**src/rtl/d_reg_scoreboard.sv**
```systemverilog
// d_reg_scoreboard
// D-stage operand reader. Drives the GRF read addresses, tracks outstanding
// destination writes per register, stalls on pending sources, bypasses the
// same-cycle write-back value and hands a registered operand packet to the
// E stage over a valid/ready handshake.
//
// Optional build macro: SCOREBOARD_CHECK_EN
//   defined   : sb_err flags a write-back to a register with no outstanding
//               reservation (sticky until reset), plus a simulation message.
//   undefined : sb_err is tied to 0.
//
// Ports
//   clk, reset          clock; synchronous active-low reset
//   in_valid/in_ready   decoded instruction handshake
//   rs_addr/rt_addr     source registers, rs_use/rt_use source enables
//   dst_addr/dst_we     destination register and its write enable
//   A1/A2, RD1/RD2      GRF read port
//   wb_we/wb_addr/wb_data  GRF write port (observed, not driven)
//   out_valid/out_ready operand packet handshake to E
//   out_rs_val/out_rt_val/out_dst/out_dst_we  operand packet
//   sb_err              scoreboard underflow flag
module d_reg_scoreboard #(
   parameter int CNT_W = 2
) (
   input  logic        clk,
   input  logic        reset,
   input  logic        in_valid,
   output logic        in_ready,
   input  logic [4:0]  rs_addr,
   input  logic [4:0]  rt_addr,
   input  logic        rs_use,
   input  logic        rt_use,
   input  logic [4:0]  dst_addr,
   input  logic        dst_we,
   output logic [4:0]  A1,
   output logic [4:0]  A2,
   input  logic [31:0] RD1,
   input  logic [31:0] RD2,
   input  logic        wb_we,
   input  logic [4:0]  wb_addr,
   input  logic [31:0] wb_data,
   output logic        out_valid,
   input  logic        out_ready,
   output logic [31:0] out_rs_val,
   output logic [31:0] out_rt_val,
   output logic [4:0]  out_dst,
   output logic        out_dst_we,
   output logic        sb_err
);

   localparam logic [CNT_W-1:0] CNT_MAX = '1;
   localparam logic [CNT_W-1:0] CNT_ONE = CNT_W'(1);

   logic [CNT_W-1:0] cnt_q [32];
   logic [CNT_W-1:0] cnt_d [32];

   logic        out_valid_q,  out_valid_d;
   logic [31:0] out_rs_val_q, out_rs_val_d;
   logic [31:0] out_rt_val_q, out_rt_val_d;
   logic [4:0]  out_dst_q,    out_dst_d;
   logic        out_dst_we_q, out_dst_we_d;

   logic             wb_fire;
   logic [CNT_W-1:0] rs_cnt, rt_cnt, dst_cnt;
   logic             rs_hazard, rt_hazard, full_hazard;
   logic             accept;
   logic             inc_en;
   logic [31:0]      rs_val, rt_val;

   assign A1 = rs_addr;
   assign A2 = rt_addr;

   always_comb begin
      wb_fire = wb_we && (wb_addr != 5'd0);
      rs_cnt  = cnt_q[rs_addr];
      rt_cnt  = cnt_q[rt_addr];
      dst_cnt = cnt_q[dst_addr];

      // A source whose only outstanding writer is retiring this cycle is
      // served from the bypass instead of stalling.
      rs_hazard = rs_use && (rs_addr != 5'd0) && (rs_cnt != '0) &&
                  !(wb_fire && (wb_addr == rs_addr) && (rs_cnt == CNT_ONE));
      rt_hazard = rt_use && (rt_addr != 5'd0) && (rt_cnt != '0) &&
                  !(wb_fire && (wb_addr == rt_addr) && (rt_cnt == CNT_ONE));
      // A saturated counter may take a new reservation only if one retires
      // in the same cycle, so the count never overflows.
      full_hazard = dst_we && (dst_addr != 5'd0) && (dst_cnt == CNT_MAX) &&
                    !(wb_fire && (wb_addr == dst_addr));

      in_ready = !rs_hazard && !rt_hazard && !full_hazard &&
                 (!out_valid_q || out_ready);
      accept   = in_valid && in_ready;
      inc_en   = accept && dst_we && (dst_addr != 5'd0);

      // GRF commits on the edge, so a same-cycle write is not yet in RDx.
      rs_val = (wb_we && (wb_addr == rs_addr) && (rs_addr != 5'd0)) ? wb_data : RD1;
      rt_val = (wb_we && (wb_addr == rt_addr) && (rt_addr != 5'd0)) ? wb_data : RD2;
   end

   always_comb begin
      for (int r = 0; r < 32; r++) begin
         cnt_d[r] = cnt_q[r];
         if (r == 0) begin
            cnt_d[r] = '0;
         end else if (inc_en && (dst_addr == 5'(r)) &&
                      !(wb_fire && (wb_addr == 5'(r)))) begin
            cnt_d[r] = cnt_q[r] + CNT_ONE;
         end else if (wb_fire && (wb_addr == 5'(r)) &&
                      !(inc_en && (dst_addr == 5'(r))) && (cnt_q[r] != '0)) begin
            cnt_d[r] = cnt_q[r] - CNT_ONE;
         end
      end
   end

   always_comb begin
      out_valid_d  = out_valid_q;
      out_rs_val_d = out_rs_val_q;
      out_rt_val_d = out_rt_val_q;
      out_dst_d    = out_dst_q;
      out_dst_we_d = out_dst_we_q;
      if (accept) begin
         out_valid_d  = 1'b1;
         out_rs_val_d = rs_val;
         out_rt_val_d = rt_val;
         out_dst_d    = dst_addr;
         out_dst_we_d = dst_we;
      end else if (out_valid_q && out_ready) begin
         out_valid_d = 1'b0;
      end
   end

   always_ff @(posedge clk) begin
      if (!reset) begin
         for (int r = 0; r < 32; r++) cnt_q[r] <= '0;
         out_valid_q  <= 1'b0;
         out_rs_val_q <= 32'd0;
         out_rt_val_q <= 32'd0;
         out_dst_q    <= 5'd0;
         out_dst_we_q <= 1'b0;
      end else begin
         cnt_q        <= cnt_d;
         out_valid_q  <= out_valid_d;
         out_rs_val_q <= out_rs_val_d;
         out_rt_val_q <= out_rt_val_d;
         out_dst_q    <= out_dst_d;
         out_dst_we_q <= out_dst_we_d;
      end
   end

   assign out_valid  = out_valid_q;
   assign out_rs_val = out_rs_val_q;
   assign out_rt_val = out_rt_val_q;
   assign out_dst    = out_dst_q;
   assign out_dst_we = out_dst_we_q;

`ifdef SCOREBOARD_CHECK_EN
   logic sb_err_q, sb_err_d;
   logic underflow;

   always_comb begin
      // A reservation made in the same cycle covers the retiring write.
      underflow = wb_fire && (cnt_q[wb_addr] == '0) &&
                  !(inc_en && (dst_addr == wb_addr));
      sb_err_d  = sb_err_q || underflow;
   end

   always_ff @(posedge clk) begin
      if (!reset) sb_err_q <= 1'b0;
      else        sb_err_q <= sb_err_d;
   end

   assign sb_err = sb_err_q;

`ifndef SYNTHESIS
   always_ff @(posedge clk) begin
      if (reset && underflow) $display("%0t@SB underflow $%0d", $time, wb_addr);
   end
`endif
`else
   assign sb_err = 1'b0;
`endif

endmodule

```
**config.mk**
```make
export PLATFORM = sky130hd
export DESIGN_NAME = d_reg_scoreboard
export DESIGN_NICKNAME = d
export VERILOG_FILES = /design/src/rtl/d_reg_scoreboard.sv
export SDC_FILE = /design/constraint.sdc
export NUM_CORES = 1
export LEC_CHECK = 0
export ABC_AREA = 1
export BUFFER_PORTS_ARGS = -buffer_cell sky130_fd_sc_hd__buf_2
export CAP_MARGIN = 20
export CORE_ASPECT_RATIO = 0.5
export CORE_MARGIN = 1
export CORE_UTILIZATION = 35
export CTS_BUF_LIST = sky130_fd_sc_hd__clkbuf_4 sky130_fd_sc_hd__clkbuf_8 sky130_fd_sc_hd__clkbuf_16
export CTS_CLUSTER_SIZE = 25
export DETAILED_ROUTE_END_ITERATION = 8
export SLEW_MARGIN = 20
export SYNTH_ARGS = -nofsm -noshare
export SYNTH_HDL_FRONTEND = slang
export SYNTH_SLANG_ARGS = --single-unit
```
**constraint.sdc**
```tcl
create_clock -name clk -period 2.4 [get_ports clk]
set_input_delay 0.24 -clock clk [delete_from_list [all_inputs] [get_ports clk]]
set_output_delay 0.24 -clock clk [all_outputs]
set_load 0.005 [all_outputs]
```
[Word level (Yosys, flattened, before mapping)]
Index checks and enable logic that the tools add are counted.
Storage, ports and cells
  flip-flop bits (word level): 135
  word-level logic and storage cells: 568
  input bits: 124
  output and inout bits: 83
Operators by class
  eq/ne operators: 68
  bitwise logic cells: 3
  muxes and demuxes: 75
  reduce and logical (&&, ||, !) cells: 320
  add/sub/neg operators: 62
  $lt $le $gt $ge: 3
Operators with widths (count)
  $logic_and 1x1->1: 181
  $eq 5x5->1 const B: 32
  $mux 2: 68
  $reduce_bool 2->1: 65
  $eq 5x4->1 const B: 16
  $logic_not 1->1: 69
  $mux 32: 2
  $add 2x1->2 const B: 31
  $sub 2x1->2 const B: 31
  $eq 5x3->1 const B: 8
  $bmux 2 s5: 3
  $eq 5x2->1 const B: 4
  $reduce_bool 5->1: 4
  $ge 6x6->1 const B: 3
  $not 5->6: 3
  $eq 5x5->1: 3
  $eq 5x1->1 const B: 2
  $eq 2x1->1 const B: 2
  $eq 2x2->1 const B: 1
  $mux 1: 2
  $logic_or 1x1->1: 1

[Longest topological paths before layout]
  word-level depth: 21
  gate-level depth with buffers: 24

[Least setup slack after synthesis]
Ideal clock, no wire load.
  path type: input -> register
  start point: in rs_addr[0]
  end point: reg cnt_q[32] (netlist bit)
  path slack: 196 ps
  stages: 20
  path buffers: 4
  arrival time: 2089 ps
  path through: buf_4 > inv_2 > buf_6 > buf_6 > nand2_1 > nand3_1 > nand3_1 > nand3_1 > nand2_1 > nor2_1 > nand2_1 > nand3_1 > nand3_2 > nor3_2 > buf_2 > nand4_1 > nand3_1 > nand3_1 > nand2_1 > nor2_1
On the way
  word-level cells in the longest chain between the ends: 20
  elaborated cells between the ends (all ways): 28
Ends and longest elaborated chain
  from (decl): line 29  | input logic [4:0] rs_addr,
  $not 5->6 (not written as such): line 75  | rs_cnt = cnt_q[rs_addr];
  $bmux 2 s5: line 75
  $mux 2 (not written as such) (2 in a row): line 75
  $eq 2x1->1: line 82  | !(wb_fire && (wb_addr == rs_addr) && (rs_cnt == CNT_ONE));
  $logic_and 1x1->1: line 82
  $logic_not 1->1: line 82
  $logic_and 1x1->1 *: line 81  | rs_hazard = rs_use && (rs_addr != 5'd0) && (rs_cnt != '0) &&
  $logic_not 1->1 *: line 90  | in_ready = !rs_hazard && !rt_hazard && !full_hazard &&
  $logic_and 1x1->1 * (3 in a row): line 90
  $logic_and 1x1->1 *: line 92  | accept = in_valid && in_ready;
  $logic_and 1x1->1 * (2 in a row): line 93  | inc_en = accept && dst_we && (dst_addr != 5'd0);
  $logic_and 1x1->1 *: line 105, 109
  $logic_not 1->1: line 109  | !(inc_en && (dst_addr == 5'(r))) && (cnt_q[r] != '0)) begin
  $logic_and 1x1->1: line 108  | end else if (wb_fire && (wb_addr == 5'(r)) &&
  $logic_and 1x1->1: line 109
  $reduce_bool 2->1 (no line)
  to (signal assigned): line 141  | cnt_q <= cnt_d;
  to (decl): line 54  | logic [CNT_W-1:0] cnt_q [32];
Mark *: on every way between the ends. The rest lies on a longest branch, timed or not. The select of a mux whose other input is x is not followed.
A chain may end at the register's enable or synchronous reset.

[Final worst setup path]
  start point: reg cnt_q[16] (netlist bit)
  end point: reg cnt_q[26] (netlist bit)
On the way
  word-level cells in the longest chain between the ends: 19
  elaborated cells between the ends (all ways): 40
Ends and longest elaborated chain (line)
  $bmux 2 s5 (on tied branches): 75, 76
  $mux 2 (on tied branches) (2 in a row): 75, 76
  $eq 2x1->1 (on tied branches): 82, 84
  $logic_and 1x1->1 (on tied branches): 82, 84
  $logic_not 1->1 (on tied branches): 82, 84
  $logic_and 1x1->1 (on tied branches): 81, 83
  $logic_not 1->1: 90
  $logic_and 1x1->1: 90
  $logic_and 1x1->1 * (2 in a row): 90
  $logic_and 1x1->1 *: 92
  $logic_and 1x1->1 * (2 in a row): 93
  $logic_and 1x1->1 *: 105, 109
  $logic_not 1->1: 109
  $logic_and 1x1->1: 108
  $logic_and 1x1->1: 109
  $reduce_bool 2->1 (no line)
Marked as above.

==> impl_metrics.prom <==
# TYPE chip_impl_metric gauge
chip_impl_info{name="failed_checks",value="DRC, setup timing"} 1
chip_impl_metric{name="r2r_cells",unit=""} 19
chip_impl_metric{name="synthCells",unit=""} 1641
chip_impl_metric{name="leakagePower",unit="nW"} 6.594
chip_impl_metric{name="hold_viol_final",unit=""} 0
chip_impl_metric{name="floorplan.initialDensity",unit=""} 0.3637
chip_impl_info{name="timing.critical_path.to_type",value="register"} 1
chip_impl_metric{name="first_iter_violations",unit=""} 1253
chip_impl_metric{name="fin_worst_hold_slack",unit="ps"} 20.83
chip_impl_metric{name="max_clock_freq",unit="MHz"} 409.2
chip_impl_metric{name="grt_first_pass_wirelength",unit="um"} 60910
chip_impl_metric{name="routed-via-count",unit=""} 12010
chip_impl_metric{name="count_of_state_elements_after_synthesis",unit=""} 133
chip_impl_metric{name="hold-path-cell-count",unit=""} 3
chip_impl_info{name="cts_tree",value="yes"} 1
chip_impl_metric{name="antenna_violating_nets_post_route",unit=""} 0
chip_impl_metric{name="cts_buffer_depth",unit=""} 2
chip_impl_metric{name="timing.final.max_slew_violations",unit=""} 0
chip_impl_metric{name="post_synth_num_cell_types",unit=""} 31
chip_impl_metric{name="wire_length_after_detailed_routing",unit="um"} 41600
chip_impl_metric{name="area_growth_syn_to_layout",unit="%"} 44.04
chip_impl_metric{name="die_width",unit="um"} 233.4
chip_impl_metric{name="cts_max_level",unit=""} 4
chip_impl_metric{name="die-area",unit="um2"} 27460
chip_impl_metric{name="dp_hpwl",unit="um"} 30080
chip_impl_metric{name="fin_worst_skew",unit="ps"} 18.06
chip_impl_metric{name="clock_latency",unit="ps"} 450
chip_impl_metric{name="max_slew_margin",unit=""} 0.4518
chip_impl_metric{name="worst_ir_drop_vdd",unit="uV"} 464.7
chip_impl_metric{name="drt_first_pass_iters",unit=""} 8
chip_impl_metric{name="worst_ep_required_time",unit="ps"} 2780
chip_impl_metric{name="syn_avg_cell_area",unit="um2"} 5.708
chip_impl_metric{name="min_period",unit="ps"} 2444
chip_impl_info{name="top_library_cells_by_usage_in_the_layout_fill_and_taps_aside",value="nand2_1 (429), nor2_1 (270), buf_2 (203)"} 1
chip_impl_metric{name="period_share",unit=""} 1.018
chip_impl_metric{name="postLayoutSetupSlackWorst",unit="ps"} -43.85
chip_impl_metric{name="synth_area",unit="um2"} 9366
chip_impl_metric{name="rows",unit=""} 41
chip_impl_metric{name="finalSetupViolCount",unit=""} 7
chip_impl_metric{name="synth_fp_nets",unit=""} 1765
chip_impl_info{name="worst_setup_path_start_kind",value="register"} 1
chip_impl_metric{name="detail_route.wl_per_cell",unit="um"} 18.06
chip_impl_metric{name="synth-warning-count",unit=""} 0
chip_impl_metric{name="final_util",unit=""} 0.5239
chip_impl_info{name="grt_setup_unrepaired",value="yes"} 1
chip_impl_metric{name="antenna_violations_before_repair",unit=""} 4
chip_impl_metric{name="pre_cts_slack",unit="ps"} -428.1
chip_impl_metric{name="grt_max_degree",unit=""} 65
chip_impl_metric{name="numCtsBuffers",unit=""} 17
chip_impl_metric{name="vias_in_the_first_global_route",unit=""} 10760
chip_impl_info{name="min_path_type",value="input port to register"} 1
chip_impl_metric{name="number_of_max_cap_violations",unit=""} 0
chip_impl_info{name="criticalPathCategory",value="register to register"} 1
chip_impl_metric{name="nets",unit=""} 2069
chip_impl_metric{name="globalplace.congestion",unit=""} 1.036
chip_impl_metric{name="part_of_the_yosys_area_used_for_sequential_elements",unit=""} 0.2843
chip_impl_metric{name="post_drt_via_cell_ratio",unit=""} 5.213
chip_impl_info{name="clockRootBuffer",value="clkbuf_16"} 1
chip_impl_metric{name="grt_overflow_total",unit=""} 0
chip_impl_metric{name="arrival",unit="ps"} 2820
chip_impl_metric{name="portBuffers",unit=""} 205
chip_impl_metric{name="drc",unit=""} 8
chip_impl_metric{name="crit_path_max_fanout",unit=""} 7
chip_impl_metric{name="post_route_cells_drive_above_1_share",unit=""} 0.3122
chip_impl_metric{name="clk_pin_slew_worst_paths",unit="ps"} 60
chip_impl_info{name="final_common_cell",value="nand2_1"} 1
chip_impl_metric{name="cts.sinks",unit=""} 133
chip_impl_metric{name="grt_usage",unit=""} 0.2882
chip_impl_metric{name="tightest_slew",unit="ps"} 822.3
chip_impl_metric{name="die_height",unit="um"} 117.7
chip_impl_metric{name="core_area",unit="um2"} 25750
chip_impl_metric{name="power.density",unit="nW/um2"} 483.8
chip_impl_metric{name="floorplan.io_pins",unit=""} 207
chip_impl_info{name="run_status",value="complete, but fails checks"} 1
sequential cells by signal, summed over array words and instances, names as in the netlist:
signal and count:
out_dst 5, cnt_q 62, out_valid 1, out_rs_val 32
out_dst_we 1, out_rt_val 32
timing repair:
action | in CTS | in global routing
setup buffers | 0 | 15
gates cloned | 0 | 10
endpoints found under the setup margin | 47 | 127
pin swaps | 2 | 61
gates resized for setup | 4 | 269
hold buffers | 0 | 0
layout make-up:
| type | count | area (um2) |
|---|---|---|
| Tap cell | 344 | 430.4 |
| Sequential cell | 133 | 2693 |
| Fill cell | 2683 | 12260 |
| Antenna cell | 2 | 5.005 |
| Timing Repair Buffer | 381 | 2869 |
| Multi-Input combinational cell | 1219 | 6192 |
| Clock inverter | 10 | 101.3 |
| Inverter | 193 | 739.5 |
| Clock buffer | 21 | 461.7 |
worst paths after layout:
check / from / end / slack [ps]
max: cnt_q[16]$_SDFFE_PN0P_ / cnt_q[26]$_SDFFE_PN0P_ / -40
max reg2reg: cnt_q[16]$_SDFFE_PN0P_ / cnt_q[26]$_SDFFE_PN0P_ / -40
min: RD2[4] / out_rt_val[4]$_SDFFE_PN0P_ / 20
min reg2reg: out_dst_we$_SDFFE_PN0P_ / out_dst_we$_SDFFE_PN0P_ / 460
kinds of logic after synthesis:
family	Yosys count	share of synthesized area
other	1	0.0004004
AOI/OAI and AO/OA	220	0.1320
and+or+nand+nor	989	0.4440
buffers and inverters	289	0.1309
xor gates and xnor gates	9	0.008415
DFF	133	0.2843
synthesized netlist by cell type:
cell type,instances,share of area
a21oi_2,1,0.00094
conb_1,1,0.00040
buf_2,29,0.015
a211oi_1,33,0.026
o21ai_1,20,0.011
nand3_2,4,0.0043
inv_2,7,0.0028
a31oi_1,32,0.021
inv_1,185,0.074
nand2_1,464,0.19
clkbuf_1,42,0.017
o21ai_0,96,0.051
buf_1,3,0.0012
nor3_2,1,0.0011
o211ai_1,2,0.0016
o41ai_1,1,0.00094
nor2_1,282,0.11
clkinv_1,1,0.00040
nand3b_1,7,0.0056
nand3b_2,7,0.0084
a21oi_1,35,0.019
nand3_1,185,0.099
nand4_1,26,0.017
nor3_1,6,0.0032
xor2_1,5,0.0047
dfxtp_1,133,0.28
nor2_4,3,0.0036
buf_4,16,0.013
xnor2_1,4,0.0037
nor2_2,4,0.0027
buf_6,6,0.0072
per-stage QoR:
stage | area [um2] | setup TNS [ps] | total power [mW] | cells
4_1_cts | 12320 | 0 | 6.321 | 2276
2_1_floorplan | 9366 | 0 | 3.051 | 1641
3_3_place_gp | 11740 | -17080 | 3.725 | 2245
5_1_grt | 13490 | -7794 | 6.783 | 2302
6_report | 13490 | -89.04 | 6.527 | 2303
3_5_place_dp | 11740 | -22880 | 3.721 | 2245
power breakdown:
part / internal, mW / switching (mW) / leakage [nW]
logic: 0.670 / 0.871 / 5.23
registers: 2.33 / 0.0663 / 1.10
clock network: 1.49 / 1.10 / 0.270
routing by layer:
layer	wire length, um	track usage
met1	17850	0.3929
met2	18010	0.4323
met3	4755	0.09012
met4	969	0.08170
met5	13	0
worst max-delay path, stage by stage, from the launching register on:
cell and delay [ps]:
dfxtp_4 370, inv_2 60, buf_4 120, nand2_1 50, nand3_1 90, nand4_1 150, nand3_1 110, nand3_2 90
nand3_2 80, a21oi_4 260, nor2_4 80, nand3_4 90, buf_12 120, clkinv_8 70, buf_12 160, nand3_1 130
nand2_1 70, nor2_1 120, nor2_1 60, nor2_1 80
Power figures use the tool's default switching activity.
